**config.mk**
```make
export PLATFORM = sky130hd
export DESIGN_NAME = interleave_seq_ctrl
export DESIGN_NICKNAME = d
export VERILOG_FILES = /design/src/rtl/interleave_seq_ctrl.sv
export SDC_FILE = /design/constraint.sdc
export NUM_CORES = 1
export LEC_CHECK = 0
export BUFFER_PORTS_ARGS = -buffer_cell sky130_fd_sc_hd__buf_2
export CAP_MARGIN = 5
export CORE_MARGIN = 3
export CORE_UTILIZATION = 50
export DETAILED_ROUTE_END_ITERATION = 10
export PLACE_DENSITY = 0.76
export SYNTH_ARGS = -nofsm -noshare
export SYNTH_HDL_FRONTEND = slang
export SYNTH_SLANG_ARGS = --single-unit
```
**constraint.sdc**
```tcl
create_clock -name ap_clk -period 2 [get_ports ap_clk]
set_input_delay 0.4 -clock ap_clk [delete_from_list [all_inputs] [get_ports ap_clk]]
set_output_delay 0.4 -clock ap_clk [all_outputs]
set_load 0.01 [all_outputs]
```
**src/rtl/interleave_seq_ctrl.sv**
```systemverilog
// Top-level control FSM for the interleave datapath: alternates LOAD and WRITE
// loop runs for a latched number of passes behind an ap_ctrl_chain interface.
module interleave_seq_ctrl #(
  parameter int unsigned PASS_W = 8,
  parameter int unsigned CNT_W  = 32
) (
  input  logic              ap_clk,
  input  logic              ap_rst_n,
  input  logic              ap_start,
  output logic              ap_ready,
  output logic              ap_done,
  output logic              ap_idle,
  input  logic              ap_continue,
  input  logic [PASS_W-1:0] num_passes,
  output logic              load_start,
  input  logic              load_ready,
  input  logic              load_done,
  output logic              write_start,
  input  logic              write_ready,
  input  logic              write_done,
  output logic [PASS_W-1:0] pass_idx,
  output logic [CNT_W-1:0]  load_cycles,
  output logic [CNT_W-1:0]  write_cycles,
  output logic [CNT_W-1:0]  total_cycles,
  output logic              proto_err
);

  typedef enum logic [1:0] {
    S_IDLE,
    S_LOAD_RUN,
    S_WRITE_RUN,
    S_DONE_WAIT
  } state_e;

  localparam logic [PASS_W-1:0] PASS_ONE = PASS_W'(1);
  localparam logic [CNT_W-1:0]  CNT_ONE  = CNT_W'(1);

  state_e            state_q, state_d;
  logic [PASS_W-1:0] npass_q, npass_d;
  logic [PASS_W-1:0] pass_q, pass_d;
  logic              lstart_q, lstart_d;
  logic              wstart_q, wstart_d;
  logic              ready_q, ready_d;
  logic              done_q, done_d;
  logic              idle_q, idle_d;
  logic              err_q, err_d;
  logic [CNT_W-1:0]  lcnt_q, lcnt_d;
  logic [CNT_W-1:0]  wcnt_q, wcnt_d;
  logic [CNT_W-1:0]  tcnt_q, tcnt_d;
  logic              accept;
  logic              viol;
  logic              last_pass;

  assign last_pass = ((pass_q + PASS_ONE) == npass_q);

  always_comb begin
    state_d  = state_q;
    npass_d  = npass_q;
    pass_d   = pass_q;
    lstart_d = lstart_q;
    wstart_d = wstart_q;
    ready_d  = 1'b0;
    accept   = 1'b0;

    unique case (state_q)
      S_IDLE: begin
        if (ap_start) begin
          accept  = 1'b1;
          npass_d = num_passes;
          pass_d  = '0;
          ready_d = 1'b1;
          if (num_passes == '0) begin
            state_d = S_DONE_WAIT;
          end else begin
            state_d  = S_LOAD_RUN;
            lstart_d = 1'b1;
          end
        end
      end
      S_LOAD_RUN: begin
        // start drops on the first ready or done so the loop is never retriggered
        if (load_ready || load_done) lstart_d = 1'b0;
        if (load_done) begin
          state_d  = S_WRITE_RUN;
          wstart_d = 1'b1;
        end
      end
      S_WRITE_RUN: begin
        if (write_ready || write_done) wstart_d = 1'b0;
        if (write_done) begin
          if (last_pass) begin
            state_d = S_DONE_WAIT;
          end else begin
            pass_d   = pass_q + PASS_ONE;
            state_d  = S_LOAD_RUN;
            lstart_d = 1'b1;
          end
        end
      end
      S_DONE_WAIT: begin
        if (ap_continue) state_d = S_IDLE;
      end
      default: state_d = S_IDLE;
    endcase

    done_d = (state_d == S_DONE_WAIT);
    idle_d = (state_d == S_IDLE);

    lcnt_d = lcnt_q;
    wcnt_d = wcnt_q;
    tcnt_d = tcnt_q;
    if (accept) begin
      lcnt_d = '0;
      wcnt_d = '0;
      tcnt_d = '0;
    end else begin
      if (state_q == S_LOAD_RUN && lcnt_q != '1)  lcnt_d = lcnt_q + CNT_ONE;
      if (state_q == S_WRITE_RUN && wcnt_q != '1) wcnt_d = wcnt_q + CNT_ONE;
      if (state_q != S_IDLE && tcnt_q != '1)      tcnt_d = tcnt_q + CNT_ONE;
    end

    // continue is tolerated in IDLE and DONE_WAIT, flagged only mid-run
    viol = ((load_ready || load_done) && state_q != S_LOAD_RUN) ||
           ((write_ready || write_done) && state_q != S_WRITE_RUN) ||
           (ap_continue && (state_q == S_LOAD_RUN || state_q == S_WRITE_RUN));
    err_d = accept ? 1'b0 : err_q;
    if (viol) err_d = 1'b1;
  end

  always_ff @(posedge ap_clk or negedge ap_rst_n) begin
    if (!ap_rst_n) begin
      state_q  <= S_IDLE;
      npass_q  <= '0;
      pass_q   <= '0;
      lstart_q <= 1'b0;
      wstart_q <= 1'b0;
      ready_q  <= 1'b0;
      done_q   <= 1'b0;
      idle_q   <= 1'b1;
      err_q    <= 1'b0;
      lcnt_q   <= '0;
      wcnt_q   <= '0;
      tcnt_q   <= '0;
    end else begin
      state_q  <= state_d;
      npass_q  <= npass_d;
      pass_q   <= pass_d;
      lstart_q <= lstart_d;
      wstart_q <= wstart_d;
      ready_q  <= ready_d;
      done_q   <= done_d;
      idle_q   <= idle_d;
      err_q    <= err_d;
      lcnt_q   <= lcnt_d;
      wcnt_q   <= wcnt_d;
      tcnt_q   <= tcnt_d;
    end
  end

  assign ap_ready     = ready_q;
  assign ap_done      = done_q;
  assign ap_idle      = idle_q;
  assign load_start   = lstart_q;
  assign write_start  = wstart_q;
  assign pass_idx     = pass_q;
  assign load_cycles  = lcnt_q;
  assign write_cycles = wcnt_q;
  assign total_cycles = tcnt_q;
  assign proto_err    = err_q;

endmodule
```
==> metrics.md, run 1 <==
| Metric | Value |
|---|---|
| IO Count | between 100 and 150 |
| Most frequent cells in the layout | buf_2 (124), buf_4 (120), dfrtp_1 (115) |
| Syn Inst Count | 706 |
| DR iter-0 viols | 506 |
| Sequential Power Share | roughly a third |
| Area of the core | roughly 12000 um^2 |
| Synth top area share | between 40% and 50% |
| Power Density | around 910 nW/um^2 |
| Post-synth cell types | slightly below 60 |
| Largest net degree at the start of global routing | a little under 70 |
| Setup crit end kind | register |
| Routed Antenna Nets | 0 |
| Die Span Y | approximately 120 um |
| First-pass DRT Iterations | 5 |
| Slew Viols, Final | 0 |
| Die W | approximately 120 um |
| Critical path arrival | 2440 ps |
| Slew @ Worst Pin | ~480 ps |
| Syn-to-layout area delta | 43.8% |
| Initial antenna violation count | 2 |
| Synth warn | 0 |
| Tcrit/Tclk final | 107% |
| Vias in the first global route | around 6.5k |
| Switching part of the total power | roughly 32% |
| Critical path class | reg -> reg |
| VDD IR max | approximately 0.00070 V |
| First-pass GRT wire length | 31.4 mm |
| Failing checks | negative setup slack |
| Clock Skews | around 6.6 ps |
| Most common cell after layout, fill and taps aside | buf_2 |
| Final Power | about 8500 uW |
| Combinational share of power | 29.0% |
| WP data required | ~2300 ps |
| Post-synthesis sequential area ratio | between 40% and 50% |
| Yosys reg bits | 120 |
| Clk network pwr share | between 30% and 40% |
| R2R Setup Slk | -150 ps |
| Post-synth top area cell | dfrtp_1 |
| Buffers on Ports | 125 |
| Die ar. | approximately 14000 um^2 |
| Mapped Area | approximately 6500 um^2 |
| Starting density of the core | between 50 and 60% |
| Hold Path Class | in -> reg |
| Finished Core Util | approximately three quarters |
| Clock Pin Slew Worst Setup and Hold Paths | roughly 50 ps |
| Syn avg cell area | a little over 9 um^2 |
| Max-Cap Viols | 0 |
| Final WL | around 21 mm |
| Outcome | finished with violations |
| Gr ovfl total | 0 |
| Slew HR | about two thirds |
| Clock buffer depth | 2 |
| Setup ws final | -147 ps |
| GRT Util Overall | between 20 and 30% |
| Vias post-DR | 6633 |
| H-tree depth | 4 |
| Period minus WS final | ~2100 ps |
| Ys async rst share | 100% |
| Routed wire length per instance | about 18 um |
| Clk_lat worst skew | between 400 and 500 ps |
| RSZ-0062 raised after global routing | yes |
| Setup violators final | 13 |
| Worst-case hold slack | approximately 190 ps |
| Share of post-route cells with drive strength above 1 | between 30% and 40% |
| Hold Fails Final Rpt | 0 |
| Synthesized Nets | between 700 and 800 |
| EDFF count, synth | 0 |
| Maximum fanout along the worst path | 5 |
| CTS tree | done |
| Clock Tree Root | clkbuf_16 |
| DP HPWL | about 14 mm |
| RePlAce Congestion | between 0.9 and 1 |
| Fmax | around 0.47 GHz |
| Row count | 40 |
| Sw Pwr | between 2000 and 3000 uW |
| Total CTS buffers | 17 |
| Prevailing post-synth register cell | dfrtp_1 |
| Vias/cell | 5.84 |
| DRC errors left | 0 |
| LEAKAGE | between 0.004 and 0.005 uW |
| Synth top area cells | dfrtp_1 (46%), xor2_1 (7.0%), nor2_1 (5.2%) |
| Clock sink total | 120 |
| CP startpoint kind | register |
| Fin nets | roughly 980 |
| Power Internal | 5720 uW |
-- Yosys cell counts (2+ instances only) --
master and n:
a211oi_1 5, a21oi_1 14, a221o_1 2, a31o_2 3
a31oi_1 14, and2_1 9, and3_1 18, and4_1 10
buf_2 3, clkbuf_1 21, dfrtp_1 119, ha_1 8
inv_1 19, mux2i_1 9, nand2_1 82, nand2b_1 6
nand3_1 45, nand4_1 39, nor2_1 90, nor2b_1 6
nor3_1 20, nor3b_1 2, nor4_1 10, nor4_2 2
nor4b_2 2, o2111ai_1 2, o211ai_1 7, o21ai_0 21
or3_1 10, or4_1 2, xnor2_1 27, xor2_1 52
-- layer usage --
metal / GRT usage [%] / vias up / routed length, um
li1: - / 3019 / -
met1: 34.5 / 3247 / 8310
met2: 44.5 / 313 / 10200
met3: 6.64 / 54 / 1390
met4: 10.3 / 0 / 635
met5: 0 / - / 0
-- sequential cells by signal, indices dropped and copies added (netlist names) --
| register | flops |
|---|---|
| npass_q | 8 |
| write_start | 1 |
| ap_done | 1 |
| load_cycles | 32 |
| ap_ready | 1 |
| load_start | 1 |
| write_cycles | 32 |
| proto_err | 1 |
| state_q | 2 |
| pass_idx | 8 |
| ap_idle | 1 |
| total_cycles | 32 |
-- stage by stage --
stage	area, um^2	setup TNS [ps]	instances	setup WS (ps)
2_1_floorplan	6490	-172	706	-61.8
3_3_place_gp	8060	-259	1082	-67.3
3_5_place_dp	8060	-1730	1082	-138
4_1_cts	8760	-653	1115	-105
5_1_grt	9300	-3330	1136	-258
6_report	9300	-614	1136	-147
-- power by group through the flow --
| stage | clock, uW | combinational, uW | sequential (uW) |
|---|---|---|---|
| 3_5_place_dp | 0 | 2040 | 2900 |
| 4_1_cts | 3140 | 2120 | 2880 |
| 6_report | 3110 | 2460 | 2900 |
| 5_1_grt | 3260 | 2660 | 2920 |
| 2_1_floorplan | 0 | 1040 | 2990 |
| 3_3_place_gp | 0 | 1960 | 2880 |
-- cells by family after synthesis --
| group | synth area share, % |
|---|---|
| AOI/OAI and AO/OA | 8.63 |
| adders and majority gates | 1.55 |
| and+or+nand+nor | 28.6 |
| DFF | 46.5 |
| muxes | 1.39 |
| xor gates and xnor gates | 10.7 |
| buffers and inverters | 2.61 |
-- final cells by class --
cell class,instances,area (um^2)
clock buffers,23,478
inverters,19,71.3
multi-input cells,542,3740
diodes,2,5.00
fillers,841,3010
well taps,168,210
clock inverters,9,123
repair buffers,253,1660
flip-flops and latches,120,3010
-- critical path, cell delays in order, from the launching register on --
cell and delay [ps]:
dfrtp_2 440, and4_1 230, buf_6 120, o211ai_1 90, nor2_1 100, o211ai_1 420, buf_4 230, o211ai_1 90
a221o_1 300
-- worst paths after layout --
path | start | endpoint | cells past startpoint
worst max-delay path | pass_idx[0] | pass_idx[0] | 8
worst min-delay path | num_passes[1] | npass_q[1] | 3
worst max register to register | pass_idx[0] | pass_idx[0] | 8
worst min register to register | npass_q[0] | npass_q[0] | 2
max in group asynchronous | ap_rst_n | pass_idx[0] | 3
min in group asynchronous | ap_rst_n | total_cycles[29] | 2
-- timing repair --
item,in CTS,in global routing
endpoints found under the hold margin,20,0
endpoints found under the setup margin,41,81
resized for setup,17,79
hold buffers,1,0
gates cloned,0,1
setup buffers,0,18
pin swaps,7,48
No activity file was read; power rests on OpenSTA's default activity.
==> inputs of run 2 (changes only) <==
--- a/config.mk
+++ b/config.mk
@@ -7,10 +7,11 @@
 export LEC_CHECK = 0
 export BUFFER_PORTS_ARGS = -buffer_cell sky130_fd_sc_hd__buf_2
 export CAP_MARGIN = 5
-export CORE_MARGIN = 3
+export CORE_MARGIN = 2
 export CORE_UTILIZATION = 50
 export DETAILED_ROUTE_END_ITERATION = 10
 export PLACE_DENSITY = 0.76
+export SETUP_SLACK_MARGIN = 0.4
 export SYNTH_ARGS = -nofsm -noshare
 export SYNTH_HDL_FRONTEND = slang
 export SYNTH_SLANG_ARGS = --single-unit
==> metrics.md, run 2 (synthesis results as in run 1) <==
| Metric | Value |
|---|---|
| Outcome | finished with violations |
| Failing checks | negative setup slack |
| H-tree depth | 4 (unchanged) |
| Fin nets | 1059 (+8.4%) |
| Setup violators final | 48 (+35) |
| First-pass DRT Iterations | 7 (+2) |
| Initial antenna violation count | 1 (-1) |
| GRT Util Overall | 36.4% (+9.4 points) |
| Clk_lat worst skew | 440 ps (+20 ps) |
| Setup TNS | -5740 ps (-5120 ps) |
| Hold Fails Final Rpt | 0 (unchanged) |
| Clock Skews | 12.2 ps (+5.66 ps) |
| Routed wire length per instance | 26.1 um (+44%) |
| Setup ws final | -283 ps (-136 ps) |
| DRC errors left | 0 (unchanged) |
| Slew HR | 62.3% (-5.6 points) |
| R2R Setup Slk | -280 ps (-140 ps) |
| Tcrit/Tclk final | 114% (+6.8 points) |
| Start point of the critical path | pass_idx[0] |
| Final instance area | 11100 um^2 (+19%) |
| Vias in the first global route | 7570 (+17%) |
| Die W | 118 um (-1.7%) |
| Placed inst area | 8260 um^2 (+2.4%) |
| Clock Tree Root | clkbuf_16 |
| Fmax | 0.438 GHz (-5.9%) |
| Maximum fanout along the worst path | 5 (unchanged) |
| Period minus WS final | 2280 ps (+136 ps) |
| Worst hold stages | 3 (unchanged) |
| Max stage delay on crit path | 430 ps (about the same) |
| Clock Pin Slew Worst Setup and Hold Paths | 60 ps (about the same) |
| Crit path to | ap_done |
| Syn-to-layout area delta | 71.1% |
| WP data required | 2380 ps (+80 ps) |
| Critical-path cell list | buf_4 -> nand3_1 -> xnor2_1 -> nor4_2 -> o211ai_1 -> buf_4 -> o311ai_4 -> and2_1 |
| Share of post-route cells with drive strength above 1 | 52.3% (+15 points) |
| CP max-delay cell | dfrtp_2 |
| Placed Cells | 1070 (-1.1%) |
| Top cell by count, worst path | buf_4 |
| Row count | 41 (+2.5%) |
| Buffers on Ports | 125 (unchanged) |
| Area of the core | 12600 um^2 (+2.5%) |
| Die Span Y | 118 um (-1.7%) |
| Clock buffer depth | 2 (unchanged) |
| Setup crit end kind | register |
| Starting density of the core | 51.2% (-1.3 points) |
| Most frequent cells in the layout | buf_4 (142), buf_2 (112), dfrtp_1 (106) |
| DR iter-0 viols | 1317 (+160%) |
| Gr ovfl total | 0 (unchanged) |
| Vias post-DR | 8274 (+25%) |
| Most common cell after layout, fill and taps aside | buf_4 |
| First-pass GRT wire length | 40.1 mm (+28%) |
| Launching point of the worst reg2reg path | pass_idx[0] |
| IO Count | 126 (unchanged) |
| Routed Antenna Nets | 0 (unchanged) |
| RR Endpoint | ap_done |
| Final non-filler cell total | 1221 (+7.5%) |
| Power Density | 906 nW/um^2 (-0.44%) |
| Vias/cell | 6.78 (+16%) |
| CP startpoint kind | register |
| Slew Viols, Final | 0 (unchanged) |
| DP HPWL | 13.3 mm (-1.6%) |
| Final WL | 31.9 mm (+55%) |
| Hold Path Class | in -> reg |
| Critical path arrival | 2660 ps (+220 ps) |
| Worst r2r path cells | 8 (unchanged) |
| RSZ-0062 raised after global routing | yes |
| Critical path class | reg -> reg |
| Slew @ Worst Pin | 566 ps (+85.5 ps) |
| Clock sink total | 120 (unchanged) |
| Largest net degree at the start of global routing | 39 (-43%) |
| Max-Cap Viols | 0 (unchanged) |
| VDD IR max | 0.000729 V (+4.8%) |
| LEAKAGE | 0.00524 uW (+18%) |
| RePlAce Congestion | 0.945 (-2.5%) |
| CTS tree | done |
| Total CTS buffers | 17 (unchanged) |
| Die ar. | 13900 um^2 (-3.3%) |
## run 2: cell types whose count changed in the layout (fill, tap and decap cells not counted), sizes merged
| cell | before | now |
|---|---|---|
| a31oi | 14 | 15 |
| buf | 251 | 331 |
| bufinv | 3 | 5 |
| clkbuf | 24 | 21 |
| clkinv | 5 | 4 |
| clkinvlp | 1 | 3 |
| diode | 2 | 1 |
| inv | 19 | 20 |
## run 2: power breakdown
| part | leakage, uW | switching [uW] | internal (uW) |
|---|---|---|---|
| sequential | 0.00161 | 294 | 2690 |
| combinational | 0.00331 | 2010 | 1470 |
| clock | 0.000318 | 1260 | 2300 |
## run 2: area by class of cell
cell class | instances | area (um^2)
clock buffer | 20 | 467
timing repair buffer | 333 | 2630
inverter | 19 | 83.8
multi-input combinational | 543 | 4440
tap | 172 | 215
clock inverter | 12 | 196
fill | 543 | 1560
antenna | 1 | 2.50
timing repair inverter | 1 | 8.76
sequential | 120 | 3020
## run 2: worst max-delay path: cells and delay by family, from the launching register on
kind                      cells  cell delay [ps]
and+or+nand+nor               3              720
AOI/OAI and AO/OA             2              500
DFF                           1              430
buffers and inverters         2              380
xor gates and xnor gates      1              210
## run 2: what timing repair did
action,in CTS,in global routing
gates cloned,5,2
hold buffers,1,0
pin swaps,115,83
setup buffers,74,36
gates resized for setup,170,99
endpoints found under the setup margin,117,119
hold endpoints to repair,35,0
## run 2: how the worst min path moves through the flow
stage	from	end	slack, ps
2_1_floorplan	ap_rst_n	ap_done	100
3_3_place_gp	ap_rst_n	total_cycles[8]	410
6_report	num_passes[6]	npass_q[6]	180
3_5_place_dp	ap_rst_n	total_cycles[8]	410
5_1_grt	num_passes[7]	npass_q[7]	180
4_1_cts	num_passes[7]	npass_q[7]	180
## run 2: per-stage QoR
stage	worst slack, ps	hold WS (ps)	utilization (%)	total power, uW
after global routing	-356	184	87.6	10200
after global placement	-34.1	408	65.4	4990
after detailed placement	-116	413	65.4	5060
after CTS	-53.0	181	81.7	9020
after floorplan	77.8	104	-	4200
final	-283	184	87.6	10000
## run 2: routing by layer
layer	GRT usage [%]	wire (um)	vias to the layer above
li1	-	-	3175
met1	43.9	10800	3943
met2	59.7	14600	856
met3	8.58	3790	300
met4	20.9	2730	0
met5	0	0	-
==> inputs of run 3 (changes only) <==
--- a/config.mk
+++ b/config.mk
@@ -10,6 +10,7 @@
 export CORE_MARGIN = 2
 export CORE_UTILIZATION = 50
 export DETAILED_ROUTE_END_ITERATION = 10
+export MAX_ROUTING_LAYER = met4
 export PLACE_DENSITY = 0.76
 export SETUP_SLACK_MARGIN = 0.4
 export SYNTH_ARGS = -nofsm -noshare
==> metrics.md, run 3 (synthesis results as in run 1) <==
| Metric | Value |
|---|---|
| Max stage delay on crit path | 510 ps (+80 ps) |
| Fin nets | 1061 (+0.19%) |
| Met3 GRT Util | 7.22% (-1.4 points) |
| Crit path to | write_cycles[29] |
| Start point of the critical path | write_cycles[5] |
| Share of post-route cells with drive strength above 1 | 51.5% (-0.77 points) |
| Hold Path Class | in -> reg |
| Clock buffer depth | 2 (unchanged) |
| Routed Antenna Nets | 0 (unchanged) |
| Final instance area | 11000 um^2 (-0.87%) |
| Largest net degree at the start of global routing | 55 (+41%) |
| Most common cell after layout, fill and taps aside | buf_4 |
| Placed inst area | 8240 um^2 (-0.24%) |
| Die W | 118 um (unchanged) |
| Max-Cap Viols | 0 (unchanged) |
| First-pass DRT Iterations | 8 (+1) |
| Setup ws final | -456 ps (-174 ps) |
| Gr busiest metal | met2 |
| Finished Core Util | 86.9% (-0.76 points) |
| Critical-path cell list | nand4_1 -> buf_4 -> nor4_4 -> buf_6 -> and4_4 -> buf_8 -> a21boi_4 -> a311oi_1 |
| M2 GR Usage | 54.8% (-4.9 points) |
| Tcrit/Tclk final | 123% (+8.7 points) |
| Setup crit end kind | register |
| DRC errors left | 0 (unchanged) |
| Hold Fails Final Rpt | 0 (unchanged) |
| Vias post-DR | 8146 (-1.5%) |
| First-pass GRT wire length | 36.5 mm (-9.0%) |
| Area of the core | 12600 um^2 (unchanged) |
| RePlAce Congestion | 0.979 (+3.6%) |
| Total CTS buffers | 17 (unchanged) |
| Vias/cell | 6.67 (-1.6%) |
| Critical path arrival | 2730 ps (+70 ps) |
| CTS tree | done |
| Clock Skews | 10.3 ps (-1.90 ps) |
| M1 GR Usage | 40.1% (-3.8 points) |
| Syn-to-layout area delta | 69.6% |
| Antenna diodes | 0 (-1) |
| Power Density | 891 nW/um^2 (-1.7%) |
| WP data required | 2270 ps (-110 ps) |
| Most frequent cells in the layout | buf_4 (149), buf_2 (116), dfrtp_1 (108) |
| Fmax | 0.407 GHz (-7.1%) |
| Outcome | finished with violations |
| H-tree depth | 4 (unchanged) |
| Maximum fanout along the worst path | 6 (+1) |
| Clock Tree Root | clkbuf_16 |
| IO Count | 126 (unchanged) |
| Starting density of the core | 51.2% (unchanged) |
| Initial antenna violation count | 0 (-1) |
| Slew HR | 64.6% (+2.3 points) |
| Row count | 41 (unchanged) |
| VDD IR max | 0.000884 V (+21%) |
| Final non-filler cell total | 1222 (+0.082%) |
| WP buf/inv | 3 (+1) |
| CP top delay family | simple AND/OR/NAND/NOR gates |
| Worst r2r path cells | 8 (unchanged) |
| Clock Pin Slew Worst Setup and Hold Paths | 60 ps (about the same) |
| GRT Util Overall | 33.9% (-2.5 points) |
| Vias in the first global route | 7115 (-6.0%) |
| Failing checks | negative setup slack |
| RR Endpoint | write_cycles[29] |
| Slew Viols, Final | 0 (unchanged) |
| Final WL | 30.6 mm (-4.3%) |
| Clk_lat worst skew | 440 ps (about the same) |
| Critical path depth | 8 (unchanged) |
| Setup violators final | 51 (+6.3%) |
| Buffers on Ports | 125 (unchanged) |
| CP max-delay cell | a311oi_1 |
| Clock sink total | 120 (unchanged) |
| Launching point of the worst reg2reg path | write_cycles[5] |
| Die Span Y | 118 um (unchanged) |
| DR iter-0 viols | 1330 (+0.99%) |
| CP startpoint kind | register |
| Gr ovfl total | 0 (unchanged) |
| Slew @ Worst Pin | 528 ps (-37.8 ps) |
| DP HPWL | 13.3 mm (+0.10%) |
| Critical path class | reg -> reg |
| RSZ-0062 raised after global routing | yes |
| Die ar. | 13900 um^2 (unchanged) |
| Routed wire length per instance | 25.0 um (-4.3%) |
| Worst-case hold slack | 201 ps (+17.2 ps) |
| Period minus WS final | 2460 ps (+174 ps) |
| LEAKAGE | 0.00521 uW (-0.53%) |
| Placed Cells | 1069 (-0.093%) |
| R2R Setup Slk | -460 ps (-170 ps) |
==> run 3: changes by cell type in the layout (fill, tap and decap cells not counted), sizes merged <==
cell      previous run  this run
buf                331       334
diode                1         0
clkinvlp             3         6
a31oi               15        14
clkbuf              21        19
clkinv               4         3
==> run 3: worst reg2reg max path: stages (launching register included) <==
cell and delay [ps]:
dfrtp_1 410, nand4_1 210, buf_4 220, nor4_4 280, buf_6 190, and4_4 260, buf_8 150, a21boi_4 80
a311oi_1 510
==> run 3: worst min-delay path by stage <==
stage,startpoint,to,slack (ps),depth (start not counted)
final,num_passes[6],npass_q[6],200,3
after global routing,num_passes[6],npass_q[6],200,3
after CTS,num_passes[6],npass_q[6],170,3
after detailed placement,ap_rst_n,ap_ready,350,1
after global placement,ap_rst_n,ap_ready,350,1
after floorplan,ap_rst_n,ap_done,100,0
==> run 3: metal layers <==
layer  part of all wire [%]  routed length (um)  up-vias
met2                     47               14500      785
met5                      0                   0        -
met1                     34               10500     3936
li1                       -                   -     3180
met4                    8.2                2500        0
met3                     10                3100      245
==> run 3: layout make-up <==
cell class	instances	area [um^2]
multi-input combinational	542	4400
sequential	120	3020
timing repair buffer	337	2590
fill	557	1660
clock buffer	17	425
clock inverter	15	226
tap	172	215
inverter	19	83.8
==> run 3: stage by stage <==
step | TNS, ps | power (uW) | setup WS, ps
finish | -4560 | 9770 | -456
global route | -6110 | 9980 | -397
CTS | -127 | 8770 | -38.4
detailed placement | -349 | 5010 | -67.7
global placement | -40.9 | 4940 | -40.9
floorplan | 0 | 4200 | 77.8
==> run 3: power breakdown <==
part | switching [uW] | internal [uW] | total (uW)
sequential | 271 | 2690 | 2960
combinational | 1940 | 1380 | 3320
clock | 1280 | 2210 | 3490
total | 3490 | 6280 | 9770
==> run 3: timing repair <==
action	4_1_cts	5_1_grt
pin swaps	101	85
hold endpoints to repair	24	0
resized for setup	142	99
gates cloned	1	4
setup endpoints to repair	117	123
hold buffers	1	0
buffers inserted	75	40
